### src/rtl/mem_access_unit.sv
// Load/store initiator between the MIPS MEM stage and a word-addressed data memory.
// Sub-word stores use read-modify-write. Byte lanes are big-endian.
module mem_access_unit #(
  parameter int unsigned MEM_WORDS = 251,
  parameter int unsigned ADDR_W    = 32
) (
  input  logic              clk,
  input  logic              rst,
  input  logic              req_valid,
  output logic              req_ready,
  input  logic              req_write,
  input  logic [1:0]        req_size,
  input  logic              req_signed,
  input  logic [ADDR_W-1:0] req_addr,
  input  logic [31:0]       req_wdata,
  output logic              resp_valid,
  output logic              resp_err,
  output logic [31:0]       resp_rdata,
  output logic [ADDR_W-1:0] mem_access_addr,
  output logic [31:0]       mem_write_data,
  output logic              mem_write_en,
  output logic              mem_read_en,
  input  logic [31:0]       mem_read_data
);

  typedef enum logic [1:0] {StIdle, StRd, StWr, StDone} state_e;

  localparam logic [1:0] SizeByte = 2'b00;
  localparam logic [1:0] SizeHalf = 2'b01;
  localparam logic [1:0] SizeWord = 2'b10;

  state_e            r_state, w_state_next;
  logic              r_write, r_signed, r_err;
  logic [1:0]        r_size;
  logic [ADDR_W-1:0] r_addr;
  logic [31:0]       r_wdata, r_word;

  logic              w_accept, w_err, w_idx_oob;
  logic [4:0]        w_shamt;
  logic [31:0]       w_lane, w_load, w_mask, w_merged;

  assign w_accept  = req_valid && (r_state == StIdle);
  assign w_idx_oob = ({2'b00, req_addr[ADDR_W-1:2]} >= ADDR_W'(MEM_WORDS));
  assign w_err     = (req_size == 2'b11) ||
                     ((req_size == SizeHalf) && req_addr[0]) ||
                     ((req_size == SizeWord) && (req_addr[1:0] != 2'b00)) ||
                     w_idx_oob;

  // Right-shift that brings the big-endian lane down to bit 0.
  always_comb begin
    w_shamt = 5'd0;
    if (r_size == SizeByte)      w_shamt = {~r_addr[1:0], 3'b000};
    else if (r_size == SizeHalf) w_shamt = {~r_addr[1], 4'b0000};
  end

  assign w_lane   = r_word >> w_shamt;
  assign w_mask   = ((r_size == SizeByte) ? 32'h0000_00FF : 32'h0000_FFFF) << w_shamt;
  assign w_merged = (r_word & ~w_mask) | ((r_wdata << w_shamt) & w_mask);

  always_comb begin
    w_load = r_word;
    if (r_size == SizeByte)      w_load = {{24{r_signed & w_lane[7]}}, w_lane[7:0]};
    else if (r_size == SizeHalf) w_load = {{16{r_signed & w_lane[15]}}, w_lane[15:0]};
  end

  always_ff @(posedge clk) begin
    if (rst) begin
      r_state  <= StIdle;
      r_write  <= 1'b0;
      r_signed <= 1'b0;
      r_err    <= 1'b0;
      r_size   <= 2'b00;
      r_addr   <= '0;
      r_wdata  <= 32'h0;
      r_word   <= 32'h0;
    end else begin
      r_state <= w_state_next;
      if (w_accept) begin
        r_write  <= req_write;
        r_signed <= req_signed;
        r_err    <= w_err;
        r_size   <= req_size;
        r_addr   <= req_addr;
        r_wdata  <= req_wdata;
      end
      if (r_state == StRd) r_word <= mem_read_data;
    end
  end

  always_comb begin
    w_state_next = r_state;
    unique case (r_state)
      StIdle: begin
        if (w_accept) begin
          if (w_err)                     w_state_next = StDone;
          else if (!req_write)           w_state_next = StRd;
          else if (req_size == SizeWord) w_state_next = StWr;
          else                           w_state_next = StRd;
        end
      end
      StRd:    w_state_next = r_write ? StWr : StDone;
      StWr:    w_state_next = StDone;
      StDone:  w_state_next = StIdle;
      default: w_state_next = StIdle;
    endcase
  end

  always_comb begin
    req_ready       = 1'b0;
    resp_valid      = 1'b0;
    resp_err        = 1'b0;
    resp_rdata      = 32'h0;
    mem_access_addr = '0;
    mem_write_data  = 32'h0;
    mem_write_en    = 1'b0;
    mem_read_en     = 1'b0;
    unique case (r_state)
      StIdle: req_ready = 1'b1;
      StRd: begin
        mem_read_en     = 1'b1;
        mem_access_addr = {2'b00, r_addr[ADDR_W-1:2]};
      end
      StWr: begin
        mem_write_en    = 1'b1;
        mem_access_addr = {2'b00, r_addr[ADDR_W-1:2]};
        mem_write_data  = (r_size == SizeWord) ? r_wdata : w_merged;
      end
      StDone: begin
        resp_valid = 1'b1;
        resp_err   = r_err;
        if (!r_err && !r_write) resp_rdata = w_load;
      end
      default: ;
    endcase
  end

endmodule

### config.mk
export PLATFORM = sky130hd
export DESIGN_NAME = mem_access_unit
export DESIGN_NICKNAME = d
export VERILOG_FILES = /design/src/rtl/mem_access_unit.sv
export SDC_FILE = /design/constraint.sdc
export NUM_CORES = 1
export LEC_CHECK = 0
export BUFFER_PORTS_ARGS = -buffer_cell sky130_fd_sc_hd__buf_2
export CORE_ASPECT_RATIO = 1.4
export CORE_UTILIZATION = 28
export CTS_BUF_LIST = sky130_fd_sc_hd__clkbuf_2
export CTS_CLUSTER_DIAMETER = 150
export DETAILED_ROUTE_END_ITERATION = 8
export HOLD_SLACK_MARGIN = 0.15
export RECOVER_POWER = 100
export SLEW_MARGIN = 20
export SYNTH_ARGS = -nofsm -noshare
export SYNTH_HDL_FRONTEND = slang
export SYNTH_SLANG_ARGS = --single-unit
### constraint.sdc
create_clock -name clk -period 1.9 [get_ports clk]
set_input_delay 0.38 -clock clk [delete_from_list [all_inputs] [get_ports clk]]
set_output_delay 0.38 -clock clk [all_outputs]
set_load 0.005 [all_outputs]
-- After elaboration in Yosys (flattened, before gate mapping)
Index checks and enable logic that the tools add are counted.
- bits in registers: 103
- output and inout bits: 101
- input bits: 103
- logic and storage cells: 63
- equality and inequality tests: 9
- mux-type cells: 21
- shift operators: 3
- $lt $le $gt $ge: 1
- reductions and logical operators: 13
- bitwise gates (word level): 8
- operators by type and width (cell ; number):
    32-bit two-way mux ; 6
    32-bit AND ; 2
    32-bit NOT ; 1
    32-bit OR ; 1
    16-bit by 5-bit left shift with 32-bit output ; 1
    32-bit by 5-bit left shift with 32-bit output ; 1
    32-bit by 5-bit right shift with 16-bit output ; 1
    30-bit by 8-bit greater-or-equal comparator with 1-bit output (second input constant) ; 1
    30-bit two-way mux ; 1
    16-bit two-way mux ; 1
    2-bit == test (second input constant) ; 5
    5-bit two-way mux ; 2
    2-bit two-way mux ; 4
    2-bit case mux with 4 select lines ; 1
    2-bit by 1-bit == test with 1-bit output (second input constant) ; 3
    1-bit two-way mux ; 6
    1-bit logical AND ; 4
    2-bit zero test ; 2
    1-bit logical OR ; 3
    1-bit AND ; 2
    1-bit zero test ; 2
    2-bit inequality test (second input constant) ; 1
    2-bit NOT ; 1
    2-bit nonzero test ; 1
    2 further kinds ; 2

-- Logic depth before layout (Yosys ltp)
- depth after elaboration: 9
- mapped depth: 8
- gate-level depth less buffers: 5

-- Worst setup path before layout
OpenSTA, ideal clock, no wires.
- path kind: flip-flop to output port
- from: reg r_state[0]
- to: out resp_rdata[10]
- arrival time: 1.572 ns
- stages on the path, launching flop included: 7
- required time: 1.520 ns
- buffers on the path: 1
- path slack: -0.052 ns
- cell sequence: dfxtp_1 ha_1 or3b_1 buf_2 a21oi_2 o31a_2 o221a_2
- word-level cells in the longest chain between the ends: 2
- ends and longest elaborated chain (item ; line ; source):
    start: declaration ; 32 ; state_e r_state, w_state_next;
    start signal: assignment ; 68 ; r_state <= StIdle;
    start signal: assignment ; 77 ; r_state <= w_state_next;
    2-bit == test ; 117 ; unique case (r_state)
    32-bit two-way mux ; 117 ;
    end: declaration ; 18 ; output logic [31:0] resp_rdata,
No other way between the ends.

-- Final worst setup path
- from: reg r_size[0]
- to: out mem_write_data[28]
- word-level cells in the longest chain between the ends: 9
- elaborated cells between the ends (all ways): 14
- those cells by class: 2 x eq/ne; 2 x shift; 5 x mux; 4 x bitwise; 1 x reduce/logical
- ends and longest elaborated chain (item ; line ; source):
    start: declaration ; 34 ; logic [1:0] r_size;
    start signal: assignment ; 82 ; r_size <= req_size;
    2-bit by 1-bit == test with 1-bit output ; 53 ; else if (r_size == SizeHalf) w_shamt = {~r_addr[1], 4'b0000};
    5-bit two-way mux ; 53 ;
    5-bit two-way mux ; 52 ; if (r_size == SizeByte) w_shamt = {~r_addr[1:0], 3'b000};
    16-bit by 5-bit left shift with 32-bit output ; 57 ; assign w_mask = ((r_size == SizeByte) ? 32'h0000_00FF : 32'h0000_FFFF) << w_shamt;
    32-bit NOT ; 58 ; assign w_merged = (r_word & ~w_mask) | ((r_wdata << w_shamt) & w_mask);
    32-bit AND ; 58 ;
    32-bit OR ; 58 ;
    32-bit two-way mux (*) ; 126 ; mem_write_data = (r_size == SizeWord) ? r_wdata : w_merged;
    32-bit two-way mux (*) ; 117 ;
    end: declaration ; 20 ; output logic [31:0] mem_write_data,
Every way passes the cells marked *; elsewhere a longest branch is shown, timed or not.

==> flow_summary.ini <==
[die]
rows = 59
die_w_um = 119
io_pins = 204
dieArea_um2 = 19800
die_h_um = 166
start_util = 0.288
core_area_um2 = 18700

[timing]
finClkSkew_ps = 40.6
max_slew_margin = 0.600
finalCriticalPeriod_ps = 2680
fin_ws_ps = -780
final-hold-violation-count = 0
worst_slew_pin_slew_ps = 601
slew_viol_final = 0
grt_setup_unrepaired = yes
setup_viol = 98
fmax_mhz = 373
period_share = 1.41
final.setup.tns_ps = -64130

[yosys]
synth_edf_count = 0
synth-simple-area-share = 0.221
synth_top_family_by_area = simple AND/OR/NAND/NOR gates
ys_types = 41
syn_inst = 693
synth_compound_area_frac = 0.196
ys_warn_count = 0
synth.area.mux_share = 0.126
ys_seq_area_frac = 0.384
ys.flop_type = dfxtp_1
synth_xor_xnor_area_share = 0
synth_area_per_cell_um2 = 7.76
async_flop_share = 0
ys_seq_elements = 103
synthAdderAreaFrac = 0.00931
netlist_area_um2 = 5380

[cts]
cts_tree = yes
cts_num_sinks = 103
h-tree-depth = 3
clk_pin_slew_ps = 280
clk_latency_ps = 630
clock_path_buffers = 2
cts_buffers = 9
cts.root.buffer_cell = clkbuf_2

[worst_setup_path]
cp.arrival_ps = 2300
rr_endpoint = r_word[6]
rr_worst_depth = 11
rr_startpoint = r_state[1]
cp.required_ps = 1520
reg2reg_slack_ps = 30
path_max_fanout = 5
path_class = flop to output pin
cp-end-kind = output pin
start_kind = flop

[place]
dpl.hpwl_um = 15000
gp_congestion = 0.879
port_buffers = 201

[detailed_routing]
ant_nets = 0
wl_um = 22700
dr.first_iter.drc_count = 383
wl_per_cell_um = 17.6
dr_total_vias = 6338
drtPass1Iterations = 5
viasPerCell = 4.91
drc_errors = 0

[min_path]
min-delay-start = r_wdata[22]
min_path_cells = 2
holdCritPathClass = flop to flop
min_to = r_wdata[22]

[grt]
grt_pass1_vias = 6362
antenna_found_initial = 1
grt_pass1_wl_um = 34300
grt_usage = 0.223
gr-total-overflow = 0
grt_max_degree = 54

[outcome]
outcome = finished with violations
violations = setup timing

[power]
power_mw = 10.5
p_per_area_nw_per_um2 = 1100
ir_drop_v = 0.000742
p_leak_nw = 4.20

[cells_and_area]
area_growth_pct = 77.1
final_cell_mix = buf_2 (157), nand2_1 (149), dlygate4sd3_1 (102)
drive_gt1_frac = 0.415
n_fill_cell = 1733
layout_commonest_cell = buf_2
utilization = 0.510
final_nets = 1149

[job]
max_cap_violations = 0
==> state kept, by name, summed over array words and instances (netlist names) <==
name      count
r_signed      1
r_word       32
r_wdata      32
r_state       2
r_addr       32
r_size        2
r_write       1
r_err         1
==> report_power, final <==
part / switching (mW) / internal (mW)
Clock: 0.832 / 0.192
Sequential: 0.415 / 2.61
Combinational: 3.04 / 3.40
Total: 4.29 / 6.20
==> cell families after synthesis <==
kind of cell    Yosys count
compound gates          170
fa+ha+maj                 4
buf+inv                  77
flops                   103
mux                      67
other cells               1
simple gates            271
==> worst max-delay path by stage <==
| stage | startpoint | endpoint | slack [ps] | depth (start not counted) |
|---|---|---|---|---|
| floorplan | r_state[0] | resp_rdata[10] | -1 | 6 |
| global placement | r_size[1] | resp_rdata[11] | -100 | 4 |
| detailed placement | r_size[1] | resp_rdata[11] | -170 | 4 |
| CTS | r_state[0] | resp_rdata[11] | -820 | 6 |
| global route | r_size[0] | mem_write_data[12] | -910 | 9 |
| finish | r_size[0] | mem_write_data[28] | -780 | 9 |
==> worst max-delay path: stages, from the launching register on <==
cell       delay [ps]
dfxtp_4           430
nor3_4            200
buf_4             140
buf_6             110
buf_16            120
mux2i_1           220
buf_4             180
nand2_2            60
o2bb2ai_2         130
buf_2             130
==> synthesized netlist by cell type, types with 7 or more instances <==
master | instances | share of area
nor2_1 | 40 | 0.028
dfxtp_1 | 103 | 0.38
inv_1 | 20 | 0.014
nand2_1 | 167 | 0.12
o211a_1 | 8 | 0.015
and2_1 | 35 | 0.041
nor2b_1 | 12 | 0.014
mux2i_1 | 62 | 0.12
clkbuf_1 | 35 | 0.024
buf_2 | 13 | 0.012
a21oi_1 | 112 | 0.10
o221a_2 | 8 | 0.017
o21ai_0 | 10 | 0.0093
o2bb2ai_1 | 8 | 0.013
a211oi_1 | 7 | 0.0098
==> what timing repair did <==
action | in CTS | in global routing
endpoints found under the hold margin | 102 | 0
cloned | 9 | 0
hold buffers | 102 | 0
gates resized for setup | 118 | 98
setup endpoints to repair | 98 | 98
setup buffers | 17 | 15
pin swaps | 10 | 45
==> cell type report <==
| cell class | count | area (µm²) | share of cell area |
|---|---|---|---|
| clock inverter | 7 | 60.1 | 0.00631 |
| inverter | 20 | 81.3 | 0.00854 |
| multi-input combinational | 515 | 3580 | 0.376 |
| antenna | 1 | 2.50 | 0.000263 |
| tap | 244 | 305 | 0.0321 |
| clock buffer | 9 | 45.0 | 0.00473 |
| timing repair buffer | 393 | 3360 | 0.353 |
| sequential | 103 | 2080 | 0.218 |
==> stage by stage <==
step | std cells | instance area, µm² | setup slack [ps] | hold WS [ps]
floorplan | 694 | 5490 | -1.03 | 432
global placement | 1139 | 7090 | -105 | 437
detailed placement | 1139 | 7090 | -170 | 442
CTS | 1283 | 9020 | -817 | 416
global route | 1292 | 9520 | -909 | 414
finish | 1292 | 9520 | -780 | 470
==> per-layer routing <==
| layer | track usage | wire length [µm] | up-vias |
|---|---|---|---|
| li1 | - | - | 3043 |
| met1 | 0.258 | 8970 | 3007 |
| met2 | 0.406 | 11700 | 238 |
| met3 | 0.0343 | 1210 | 50 |
| met4 | 0.0859 | 763 | 0 |
| met5 | 0 | 0 | - |
No activity file was read; power rests on OpenSTA's default activity.
